$ cat src/rtl/transpose_buffer_controller_if.sv
// ============================================================================
// Module  : transpose_buffer_controller_if
// Purpose : Row-in / column-out handshake and cell-control bundle for the
//           transpose buffer controller.
// Rev     : 1.0 - initial release
// ============================================================================
`default_nettype none

interface transpose_buffer_controller_if #(
  parameter int CNT_WIDTH = 5
);
  logic                 in_valid;
  logic                 in_ready;
  logic                 flush;
  logic                 out_valid;
  logic                 out_ready;
  logic                 out_first;
  logic                 out_last;
  logic [CNT_WIDTH-1:0] out_index;
  logic                 cell_enable;
  logic                 cell_direction;
  logic                 busy;

  // Controller side
  modport slave (
    input  in_valid,
    input  flush,
    input  out_ready,
    output in_ready,
    output out_valid,
    output out_first,
    output out_last,
    output out_index,
    output cell_enable,
    output cell_direction,
    output busy
  );

  // Environment side: upstream producer, downstream consumer, cell array
  modport master (
    output in_valid,
    output flush,
    output out_ready,
    input  in_ready,
    input  out_valid,
    input  out_first,
    input  out_last,
    input  out_index,
    input  cell_enable,
    input  cell_direction,
    input  busy
  );
endinterface

`default_nettype wire

$ cat src/rtl/transpose_buffer_controller.sv
// ============================================================================
// Module  : transpose_buffer_controller
// Purpose : Alternating-direction control for an N x N transpose cell array;
//           rows stream in while the previous block's columns stream out.
// Rev     : 1.0 - initial release
// ============================================================================
`default_nettype none

module transpose_buffer_controller #(
  parameter int BLOCK_SIZE = 4,
  parameter int CNT_WIDTH  = 5
) (
  input  wire                           clock,
  input  wire                           reset,
  transpose_buffer_controller_if.slave  bus
);

  localparam logic [CNT_WIDTH-1:0] C_LAST = CNT_WIDTH'(BLOCK_SIZE - 1);
  localparam logic [CNT_WIDTH-1:0] C_ONE  = CNT_WIDTH'(1);

  typedef enum logic [1:0] {
    EMPTY  = 2'd0,
    STREAM = 2'd1,
    DRAIN  = 2'd2
  } state_t;

  state_t               state_q, state_d;
  logic [CNT_WIDTH-1:0] count_q, count_d;
  logic                 dir_q, dir_d;

  logic                 in_ready_w;
  logic                 out_valid_w;
  logic                 beat_w;

  always_ff @(posedge clock) begin
    if (reset) begin
      state_q <= EMPTY;
      count_q <= '0;
      dir_q   <= 1'b0;
    end else begin
      state_q <= state_d;
      count_q <= count_d;
      dir_q   <= dir_d;
    end
  end

  always_comb begin
    state_d     = state_q;
    count_d     = count_q;
    dir_d       = dir_q;
    in_ready_w  = 1'b0;
    out_valid_w = 1'b0;
    beat_w      = 1'b0;

    if (!reset) begin
      case (state_q)
        EMPTY: begin
          in_ready_w = 1'b1;
          beat_w     = bus.in_valid;
        end
        STREAM: begin
          out_valid_w = bus.in_valid;
          in_ready_w  = bus.out_ready;
          beat_w      = bus.in_valid && bus.out_ready;
          // Drain only at a block boundary and only when no new row competes
          if ((count_q == '0) && bus.flush && !bus.in_valid) begin
            state_d = DRAIN;
          end
        end
        DRAIN: begin
          out_valid_w = 1'b1;
          beat_w      = bus.out_ready;
        end
        default: begin
          state_d = EMPTY;
          count_d = '0;
        end
      endcase

      if (beat_w) begin
        if (count_q == C_LAST) begin
          count_d = '0;
          dir_d   = ~dir_q;
          case (state_q)
            EMPTY:   state_d = STREAM;
            DRAIN:   state_d = EMPTY;
            default: state_d = STREAM;
          endcase
        end else begin
          count_d = count_q + C_ONE;
        end
      end
    end
  end

  assign bus.in_ready       = in_ready_w;
  assign bus.out_valid      = out_valid_w;
  assign bus.cell_enable    = beat_w;
  assign bus.cell_direction = dir_q;
  assign bus.out_index      = out_valid_w ? count_q : '0;
  assign bus.out_first      = out_valid_w && (count_q == '0);
  assign bus.out_last       = out_valid_w && (count_q == C_LAST);
  assign bus.busy           = (state_q != EMPTY) || (count_q != '0);

endmodule

`default_nettype wire
$ cat src/flat_wrapper.sv
// flat-port wrapper written by rule: the top's interface ports become plain ports
module transpose_buffer_controller_flat 
#(
  parameter int BLOCK_SIZE = 4,
  parameter int CNT_WIDTH  = 5
)
  (clock, reset, bus_in_valid, bus_flush, bus_out_ready, bus_in_ready, bus_out_valid, bus_out_first, bus_out_last, bus_out_index, bus_cell_enable, bus_cell_direction, bus_busy);
  transpose_buffer_controller_if #(.CNT_WIDTH(CNT_WIDTH)) bus_i ();
  input  wire clock;
  input  wire reset;
  input wire logic [$bits(bus_i.in_valid)-1:0] bus_in_valid;
  input wire logic [$bits(bus_i.flush)-1:0] bus_flush;
  input wire logic [$bits(bus_i.out_ready)-1:0] bus_out_ready;
  output wire logic [$bits(bus_i.in_ready)-1:0] bus_in_ready;
  output wire logic [$bits(bus_i.out_valid)-1:0] bus_out_valid;
  output wire logic [$bits(bus_i.out_first)-1:0] bus_out_first;
  output wire logic [$bits(bus_i.out_last)-1:0] bus_out_last;
  output wire logic [$bits(bus_i.out_index)-1:0] bus_out_index;
  output wire logic [$bits(bus_i.cell_enable)-1:0] bus_cell_enable;
  output wire logic [$bits(bus_i.cell_direction)-1:0] bus_cell_direction;
  output wire logic [$bits(bus_i.busy)-1:0] bus_busy;
  assign bus_i.in_valid = bus_in_valid;
  assign bus_i.flush = bus_flush;
  assign bus_i.out_ready = bus_out_ready;
  assign bus_in_ready = bus_i.in_ready;
  assign bus_out_valid = bus_i.out_valid;
  assign bus_out_first = bus_i.out_first;
  assign bus_out_last = bus_i.out_last;
  assign bus_out_index = bus_i.out_index;
  assign bus_cell_enable = bus_i.cell_enable;
  assign bus_cell_direction = bus_i.cell_direction;
  assign bus_busy = bus_i.busy;
  transpose_buffer_controller #(.BLOCK_SIZE(BLOCK_SIZE), .CNT_WIDTH(CNT_WIDTH)) u_core (.clock(clock), .reset(reset), .bus(bus_i));
endmodule
$ cat config.mk
export PLATFORM = sky130hd
export DESIGN_NAME = transpose_buffer_controller_flat
export DESIGN_NICKNAME = d
export VERILOG_FILES = /design/src/rtl/transpose_buffer_controller_if.sv /design/src/rtl/transpose_buffer_controller.sv /design/src/flat_wrapper.sv
export SDC_FILE = /design/constraint.sdc
export NUM_CORES = 1
export LEC_CHECK = 0
export BUFFER_PORTS_ARGS = -buffer_cell sky130_fd_sc_hd__buf_2
export CAP_MARGIN = 20
export CORE_MARGIN = 2
export CORE_UTILIZATION = 40
export DETAILED_ROUTE_END_ITERATION = 7
export GPL_ROUTABILITY_DRIVEN = 0
export PLACE_DENSITY = 0.76
export SYNTH_ARGS = -nofsm -noshare
export SYNTH_HDL_FRONTEND = slang
export SYNTH_SLANG_ARGS = --single-unit
export TNS_END_PERCENT = 30
$ cat constraint.sdc
create_clock -name clock -period 1.5 [get_ports clock]
set_input_delay 0.075 -clock clock [delete_from_list [all_inputs] [get_ports clock]]
set_output_delay 0.075 -clock clock [all_outputs]
set_load 0.05 [all_outputs]
==> results of run 1 <==
## how the worst max path moves through the flow
stage,endpoint
floorplan,bus_out_first
global placement,u_core.state_q[0]
detailed placement,u_core.state_q[0]
CTS,bus_out_index[3]
global route,bus_out_last
finish,bus_out_last
## cells by family after synthesis
logic type / Yosys count / share of synthesized area
AOI/OAI and AO/OA: 11 / 0.150
xor gates and xnor gates: 3 / 0.0438
adders and majority gates: 6 / 0.125
buffers and inverters: 7 / 0.0563
DFF: 8 / 0.267
muxes: 1 / 0.0167
and+or+nand+nor: 34 / 0.340
## power by group
group	switching, W	total [W]	internal, W	leakage (nW)
combinational	0.0000910	0.000171	0.0000804	0.374
sequential	0.00000434	0.000220	0.000216	0.0667
clock	0.0000783	0.000170	0.0000919	0.0138
## final cells by class
type                       count  area (um2)
clock buffer                   3        22.5
fill                          74         295
inverter                       5        26.3
multi-input combinational     55         513
sequential                     8         169
tap                           15        18.8
timing repair buffer          33         305
## repair_timing
item	CTS	global route
buffers inserted	5	0
pin swaps	10	1
resized for setup	37	2
setup endpoints to repair	15	19
## metal layers
metal  GRT usage  part of all wire
met2       0.367              0.49
met4       0.119             0.025
met5           0                 0
met1       0.277              0.44
met3      0.0426             0.047
## metrics by stage
step | instances | util | TNS, ns | power (W)
global placement | 111 | 0.636 | -0.147 | 0.000354
CTS | 119 | 0.774 | -1.38 | 0.000555
global route | 119 | 0.781 | -2.38 | 0.000585
detailed placement | 111 | 0.636 | -0.546 | 0.000360
floorplan | 70 | - | -1.48 | 0.000305
finish | 119 | 0.781 | -1.62 | 0.000562
## state kept, by name, indices dropped and copies added (netlist names)
name	cells
u_core.bus.cell_direction	1
u_core.count_q	5
u_core.state_q	2
## cell usage in the layout, fill, tap and decap left out, types with 4 or more instances in the layout
cell,Yosys,layout
nor2_1,8,6
buf_4,0,14
and2_4,1,8
buf_2,0,7
dfxtp_1,8,5
buf_6,1,4
a21oi_1,6,5
or3_1,4,4
buf_8,0,8
==> flow_metrics.env, run 1 <==
export IMPL_status="finished, violations left"
export IMPL_violations="negative setup slack"
export IMPL_cp_num_buf_inv=3
export IMPL_hold_class="input pin to flip-flop"
export IMPL_ios=17
export IMPL_async_flop_share=0
export IMPL_tritoncts="yes"
export IMPL_path_cells="inv_4, ha_4, nor3b_4, buf_6, and2_4, buf_8"
export IMPL_rows=13
export IMPL_cp_data_arrival_time_ns=1.58
export IMPL_wirelength_um=1820
export IMPL_first_global_vias=661
export IMPL_setup_worst_path_start="u_core.state_q[0]"
export IMPL_rr_startpoint="u_core.state_q[0]"
export IMPL_worstHoldStart="reset"
export IMPL_whs_ns=0.0803
export IMPL_synthesis_instances=70
export IMPL_holdPathEnd="u_core.state_q[0]"
export IMPL_drt_vias_per_instance=5.42
export IMPL_area_delta_synth_final_pct=76.0
export IMPL_grt_max_degree=9
export IMPL_syn_nets=81
export IMPL_finalHoldViolations=0
export IMPL_setup_ws_ns=-0.154
export IMPL_fmax_mhz=605
export IMPL_worstSkewPairLatency_ns=0.26
export IMPL_critical_path_depth=6
export IMPL_drtIter0Drc=18
export IMPL_dr_total_vias=645
export IMPL_pre_cts_slack_ns=-0.120
export IMPL_die_w_um=42.7
export IMPL_skew_ns=0.0102
export IMPL_critPathSlowestCell="dfxtp_4"
export IMPL_reg2regPathDepth=7
export IMPL_seq_area_frac_synth=0.267
export IMPL_ctsHoldBuffers=0
export IMPL_post_drt_wl_per_cell_um=15.3
export IMPL_ant_nets=0
export IMPL_cts_buffer_depth=2
export IMPL_timing_rr_end="u_core.count_q[2]"
export IMPL_crit_path_end_kind="output pin"
export IMPL_avgSynthCellArea_um2=8.56
export IMPL_grt_pass1_wl_um=3060
export IMPL_placed_area_um2=858
export IMPL_yosysTopAreaCell="dfxtp_1"
export IMPL_gr_total_overflow=0
export IMPL_htreeDepth=1
export IMPL_worstPathRequired_ns=1.42
export IMPL_synth_edf_count=0
export IMPL_design_area_um2=1050
export IMPL_tightest_slew_ns=0.405
export IMPL_die_area_um2=1820
export IMPL_start_util=0.444
export IMPL_ys_ff_latch=8
export IMPL_core_area_um2=1350
export IMPL_post_dp_hpwl_um=1280
export IMPL_clkTransAtPathRegs_ns=0.06
export IMPL_yosysTopAreaCellShare=0.267
export IMPL_numCtsBuffers=3
export IMPL_diodes=0
export IMPL_crit_family="flip-flops"
export IMPL_clkSinkCount=8
export IMPL_period_needed_ns=1.65
export IMPL_final_period_utilization=1.10
export IMPL_dr_pass1_iters=4
export IMPL_yosysUniqueCellTypes=29
export IMPL_ys_flop_type="dfxtp_1"
export IMPL_die_y_um=42.7
export IMPL_grt_usage=0.225
export IMPL_synth_common_cells="dfxtp_1, nor2_1, and2_1, a21oi_1, ha_1"
export IMPL_relSlewSlack=0.730
export IMPL_p_leak_nw=0.455
export IMPL_p_per_area_nw_per_um2=533
export IMPL_antenna_found_initial=0
export IMPL_setup_violations_final=14
export IMPL_nets=117
export IMPL_drive_gt1_frac=0.644
export IMPL_synthTopCellsByArea="dfxtp_1, ha_1, and2_1"
export IMPL_syn_area_um2=599
export IMPL_ir_drop_v=0.000541
export IMPL_start_kind="flip-flop"
export IMPL_numPortBuffers=16
export IMPL_worst_path_largest_cell_delay_ns=0.39
export IMPL_drc=0
export IMPL_drv_slew=0
export IMPL_rsz0062_at_grt="yes"
export IMPL_max_cap_violations=0
export IMPL_yosys_warnings=0
export IMPL_r2r_slack_ns=-0.11
export IMPL_hold_depth=2
export IMPL_cp_max_fo=8
export IMPL_path_class="flip-flop to output pin"
export IMPL_cts_root_buf="clkbuf_4"
No activity file was read; power rests on OpenSTA's default activity.
==> inputs of run 2 (changes only) <==
CORE_UTILIZATION = 44   (was 40)
PLACE_DENSITY = 0.82   (was 0.76)
SKIP_CTS_REPAIR_TIMING = 1   (was not set)
==> flow_metrics.env, run 2 (synthesis gave the netlist of run 1 again) <==
export IMPL_design_area_um2=978
export IMPL_switching_share=0.287
export IMPL_relSlewSlack=0.762
export IMPL_tritoncts="yes"
export IMPL_worstPathRequired_ns=1.42
export IMPL_setup_violations_final=12
export IMPL_htreeDepth=1
export IMPL_core_area_um2=1280
export IMPL_ios=17
export IMPL_die_area_um2=1670
export IMPL_rows=13
export IMPL_nets=112
export IMPL_placed_area_um2=858
export IMPL_fmax_mhz=584
export IMPL_drtIter0Drc=13
export IMPL_drc=0
export IMPL_worstSkewPairLatency_ns=0.24
export IMPL_area_delta_synth_final_pct=63.3
export IMPL_drive_gt1_frac=0.600
export IMPL_first_global_vias=522
export IMPL_start_kind="flip-flop"
export IMPL_hold_class="input pin to flip-flop"
export IMPL_diodes=0
export IMPL_critPathSlowestCell="dfxtp_4"
export IMPL_wirelength_um=1630
export IMPL_gr_total_overflow=0
export IMPL_n_fill_cell=87
export IMPL_path_cells="inv_4, ha_4, a22oi_2, and2_4, nor2_2, buf_2"
export IMPL_die_y_um=40.9
export IMPL_final_cell_mix="buf_4, and2_4, buf_2"
export IMPL_period_needed_ns=1.71
export IMPL_pre_cts_slack_ns=-0.117
export IMPL_numPortBuffers=16
export IMPL_p_per_area_nw_per_um2=541
export IMPL_cts_root_buf="clkbuf_4"
export IMPL_dr_total_vias=598
export IMPL_p_sw_w=0.000152
export IMPL_final_period_utilization=1.14
export IMPL_p_leak_nw=0.422
export IMPL_drv_slew=0
export IMPL_ant_nets=0
export IMPL_cts_buffer_depth=2
export IMPL_crit_path_end_kind="output pin"
export IMPL_start_util=0.466
export IMPL_setup_ws_ns=-0.212
export IMPL_cp_max_fo=6
export IMPL_grt_usage=0.211
export IMPL_die_w_um=40.9
export IMPL_violations="negative setup slack"
export IMPL_grt_max_degree=9
export IMPL_max_cap_violations=0
export IMPL_seqPwrFrac=0.423
export IMPL_largest_reg_flops=5
export IMPL_dr_pass1_iters=4
export IMPL_drt_vias_per_instance=5.20
export IMPL_numCtsBuffers=3
export IMPL_clkTransAtPathRegs_ns=0.05
export IMPL_finalHoldViolations=0
export IMPL_p_clk_frac=0.319
export IMPL_skew_ns=0.00358
export IMPL_clkSinkCount=8
export IMPL_antenna_found_initial=0
export IMPL_post_drt_wl_per_cell_um=14.2
export IMPL_rsz0062_at_grt="yes"
export IMPL_grt_pass1_wl_um=2220
export IMPL_worst_path_largest_cell_delay_ns=0.39
export IMPL_combPwrFrac=0.258
export IMPL_post_dp_hpwl_um=1240
export IMPL_status="finished, violations left"
export IMPL_tightest_slew_ns=0.357
export IMPL_final_common_cell="buf_4"
export IMPL_ir_drop_v=0.000553
export IMPL_path_class="flip-flop to output pin"
export IMPL_cp_data_arrival_time_ns=1.64
export IMPL_top_register="u_core.count_q"
export IMPL_power_internal_w=0.000377
## run 2: worst max-delay path, delay by kind of cell, from the launching register on
kind	cells	cell delay [ns]
DFF	1	0.39
AOI/OAI and AO/OA	1	0.30
and+or+nand+nor	2	0.28
buffers and inverters	2	0.25
adders and majority gates	1	0.16
## run 2: final cells by class
cell class | count | area (um2) | area share
Tap cell | 15 | 18.8 | 0.0192
Timing Repair Buffer | 28 | 235 | 0.240
Sequential cell | 8 | 173 | 0.176
Multi-Input combinational cell | 55 | 502 | 0.513
Clock buffer | 4 | 26.3 | 0.0269
Inverter | 5 | 23.8 | 0.0243
## run 2: power groups by stage
| stage | combinational, W | sequential [W] | clock [W] |
|---|---|---|---|
| after floorplan | 0.0000768 | 0.000228 | 0 |
| after global placement | 0.000118 | 0.000227 | 0 |
| after detailed placement | 0.000123 | 0.000227 | 0 |
| after CTS | 0.000123 | 0.000223 | 0.000175 |
| after global routing | 0.000148 | 0.000225 | 0.000194 |
| final | 0.000137 | 0.000224 | 0.000169 |
## run 2: final timing paths
path,start,endpoint,slack (ns),depth (start not counted)
max,u_core.state_q[1],bus_cell_enable,-0.21,6
min reg2reg,u_core.bus.cell_direction,u_core.bus.cell_direction,0.52,2
max reg2reg,u_core.state_q[1],u_core.state_q[0],-0.12,6
min,reset,u_core.state_q[0],0.09,2
## run 2: through the flow
step | hold WS [ns] | cells | utilization | setup TNS (ns) | total power [W]
final | 0.0877 | 115 | 0.761 | -2.05 | 0.000530
after CTS | 0.0821 | 115 | 0.688 | -3.07 | 0.000521
after global routing | 0.0785 | 115 | 0.761 | -3.21 | 0.000566
after floorplan | 0.134 | 70 | - | -1.48 | 0.000305
after global placement | 0.337 | 111 | 0.668 | -0.0400 | 0.000345
after detailed placement | 0.352 | 111 | 0.668 | -0.410 | 0.000350
## run 2: metal layers
layer	GRT usage	wire (um)
met5	0	0
met4	0.108	14
met1	0.245	712
met3	0.0435	72
met2	0.359	832
==> inputs of run 3 (changes only) <==
REMOVE_ABC_BUFFERS = 1   (was not set)
==> flow_metrics.env, run 3 (synthesis gave the netlist of run 1 again) <==
export IMPL_status="finished, violations left"
export IMPL_violations="negative setup slack"
export IMPL_diodes=0
export IMPL_largest_reg_flops=5
export IMPL_ant_nets=0
export IMPL_final_common_cell="buf_4"
export IMPL_drv_slew=0
export IMPL_tritoncts="yes"
export IMPL_antenna_found_initial=0
export IMPL_clkSinkCount=8
export IMPL_tightest_slew_ns=0.400
export IMPL_drc=0
export IMPL_grt_pass1_wl_um=2280
export IMPL_cts_root_buf="clkbuf_4"
export IMPL_drtIter0Drc=23
export IMPL_hold_class="input pin to flip-flop"
export IMPL_r2r_slack_ns=-0.13
export IMPL_dr_pass1_iters=4
export IMPL_setup_violations_final=16
export IMPL_final_cell_mix="buf_4, and2_4, buf_2"
export IMPL_p_per_area_nw_per_um2=522
export IMPL_finalHoldViolations=0
export IMPL_start_util=0.466
export IMPL_worstSkewPairLatency_ns=0.26
export IMPL_relSlewSlack=0.733
export IMPL_drive_gt1_frac=0.651
export IMPL_start_kind="flip-flop"
export IMPL_cp_data_arrival_time_ns=1.59
export IMPL_dp_cells=112
export IMPL_fmax_mhz=600
export IMPL_first_global_vias=547
export IMPL_die_w_um=40.9
export IMPL_grt_max_degree=9
export IMPL_htreeDepth=1
export IMPL_max_cap_violations=0
export IMPL_finalPower_w=0.000537
export IMPL_worstPathRequired_ns=1.42
export IMPL_skew_ns=0.0131
export IMPL_final_period_utilization=1.11
export IMPL_dr_total_vias=671
export IMPL_wirelength_um=2050
export IMPL_nets=119
export IMPL_rows=13
export IMPL_gr_total_overflow=0
export IMPL_grt_usage=0.213
export IMPL_p_leak_nw=0.436
export IMPL_path_class="flip-flop to output pin"
export IMPL_worstHoldStart="reset"
export IMPL_setup_ws_ns=-0.168
export IMPL_crit_path_end_kind="output pin"
export IMPL_die_area_um2=1670
export IMPL_ir_drop_v=0.000315
export IMPL_rsz0062_at_grt="yes"
export IMPL_top_register="u_core.count_q"
export IMPL_final_cells=121
export IMPL_core_area_um2=1280
export IMPL_period_needed_ns=1.67
export IMPL_drt_vias_per_instance=5.55
export IMPL_numCtsBuffers=3
export IMPL_area_delta_synth_final_pct=71.8
export IMPL_setup_worst_path_start="u_core.state_q[1]"
export IMPL_cts_buffer_depth=2
export IMPL_numPortBuffers=16
export IMPL_cp_max_fo=8
export IMPL_rr_startpoint="u_core.state_q[1]"
export IMPL_post_dp_hpwl_um=1220
export IMPL_clkTransAtPathRegs_ns=0.05
export IMPL_post_drt_wl_per_cell_um=16.9
export IMPL_ios=17
export IMPL_die_y_um=40.9
[run 3: routing by layer]
| layer | up-vias | track usage | wire, um |
|---|---|---|---|
| li1 | 320 | - | - |
| met1 | 332 | 0.242 | 906 |
| met2 | 13 | 0.359 | 1050 |
| met3 | 6 | 0.0380 | 34 |
| met4 | 0 | 0.142 | 52 |
| met5 | - | 0 | 0 |
[run 3: where the power goes]
group / switching, W / internal, W / total, W
sequential: 0.00000446 / 0.000218 / 0.000222
clock: 0.0000799 / 0.0000920 / 0.000172
combinational: 0.0000859 / 0.0000572 / 0.000143
total: 0.000170 / 0.000367 / 0.000537
[run 3: area by class of cell]
| cell class | instances | area (um2) |
|---|---|---|
| multi-input cells | 55 | 498 |
| flip-flops and latches | 8 | 166 |
| well taps | 15 | 18.8 |
| fillers | 69 | 255 |
| repair buffers | 35 | 303 |
| clock buffers | 3 | 22.5 |
| inverters | 5 | 21.3 |
[run 3: worst paths after layout]
path                          endpoint  cells past startpoint
max reg2reg          u_core.state_q[0]                      6
min                  u_core.state_q[0]                      2
min reg2reg  u_core.bus.cell_direction                      2
max                   bus_out_index[0]                      7
[run 3: critical path, stage by stage (launching register included)]
cell     delay (ns)
dfxtp_2        0.35
buf_4          0.13
ha_4           0.15
a21oi_2        0.04
nor3b_2        0.17
buf_4          0.18
and2_4         0.17
buf_8          0.14
[run 3: through the flow]
step / area, um2 / hold slack [ns] / utilization / setup slack (ns) / setup TNS [ns]
after floorplan: 584 / 0.144 / - / -1.23 / -9.56
after global placement: 781 / 0.320 / 0.608 / -0.0576 / -0.305
after detailed placement: 781 / 0.326 / 0.608 / -0.163 / -0.669
after CTS: 803 / 0.0590 / 0.625 / -0.340 / -3.26
after global routing: 1030 / 0.0855 / 0.801 / -0.249 / -3.07
final: 1030 / 0.0911 / 0.801 / -0.168 / -1.89
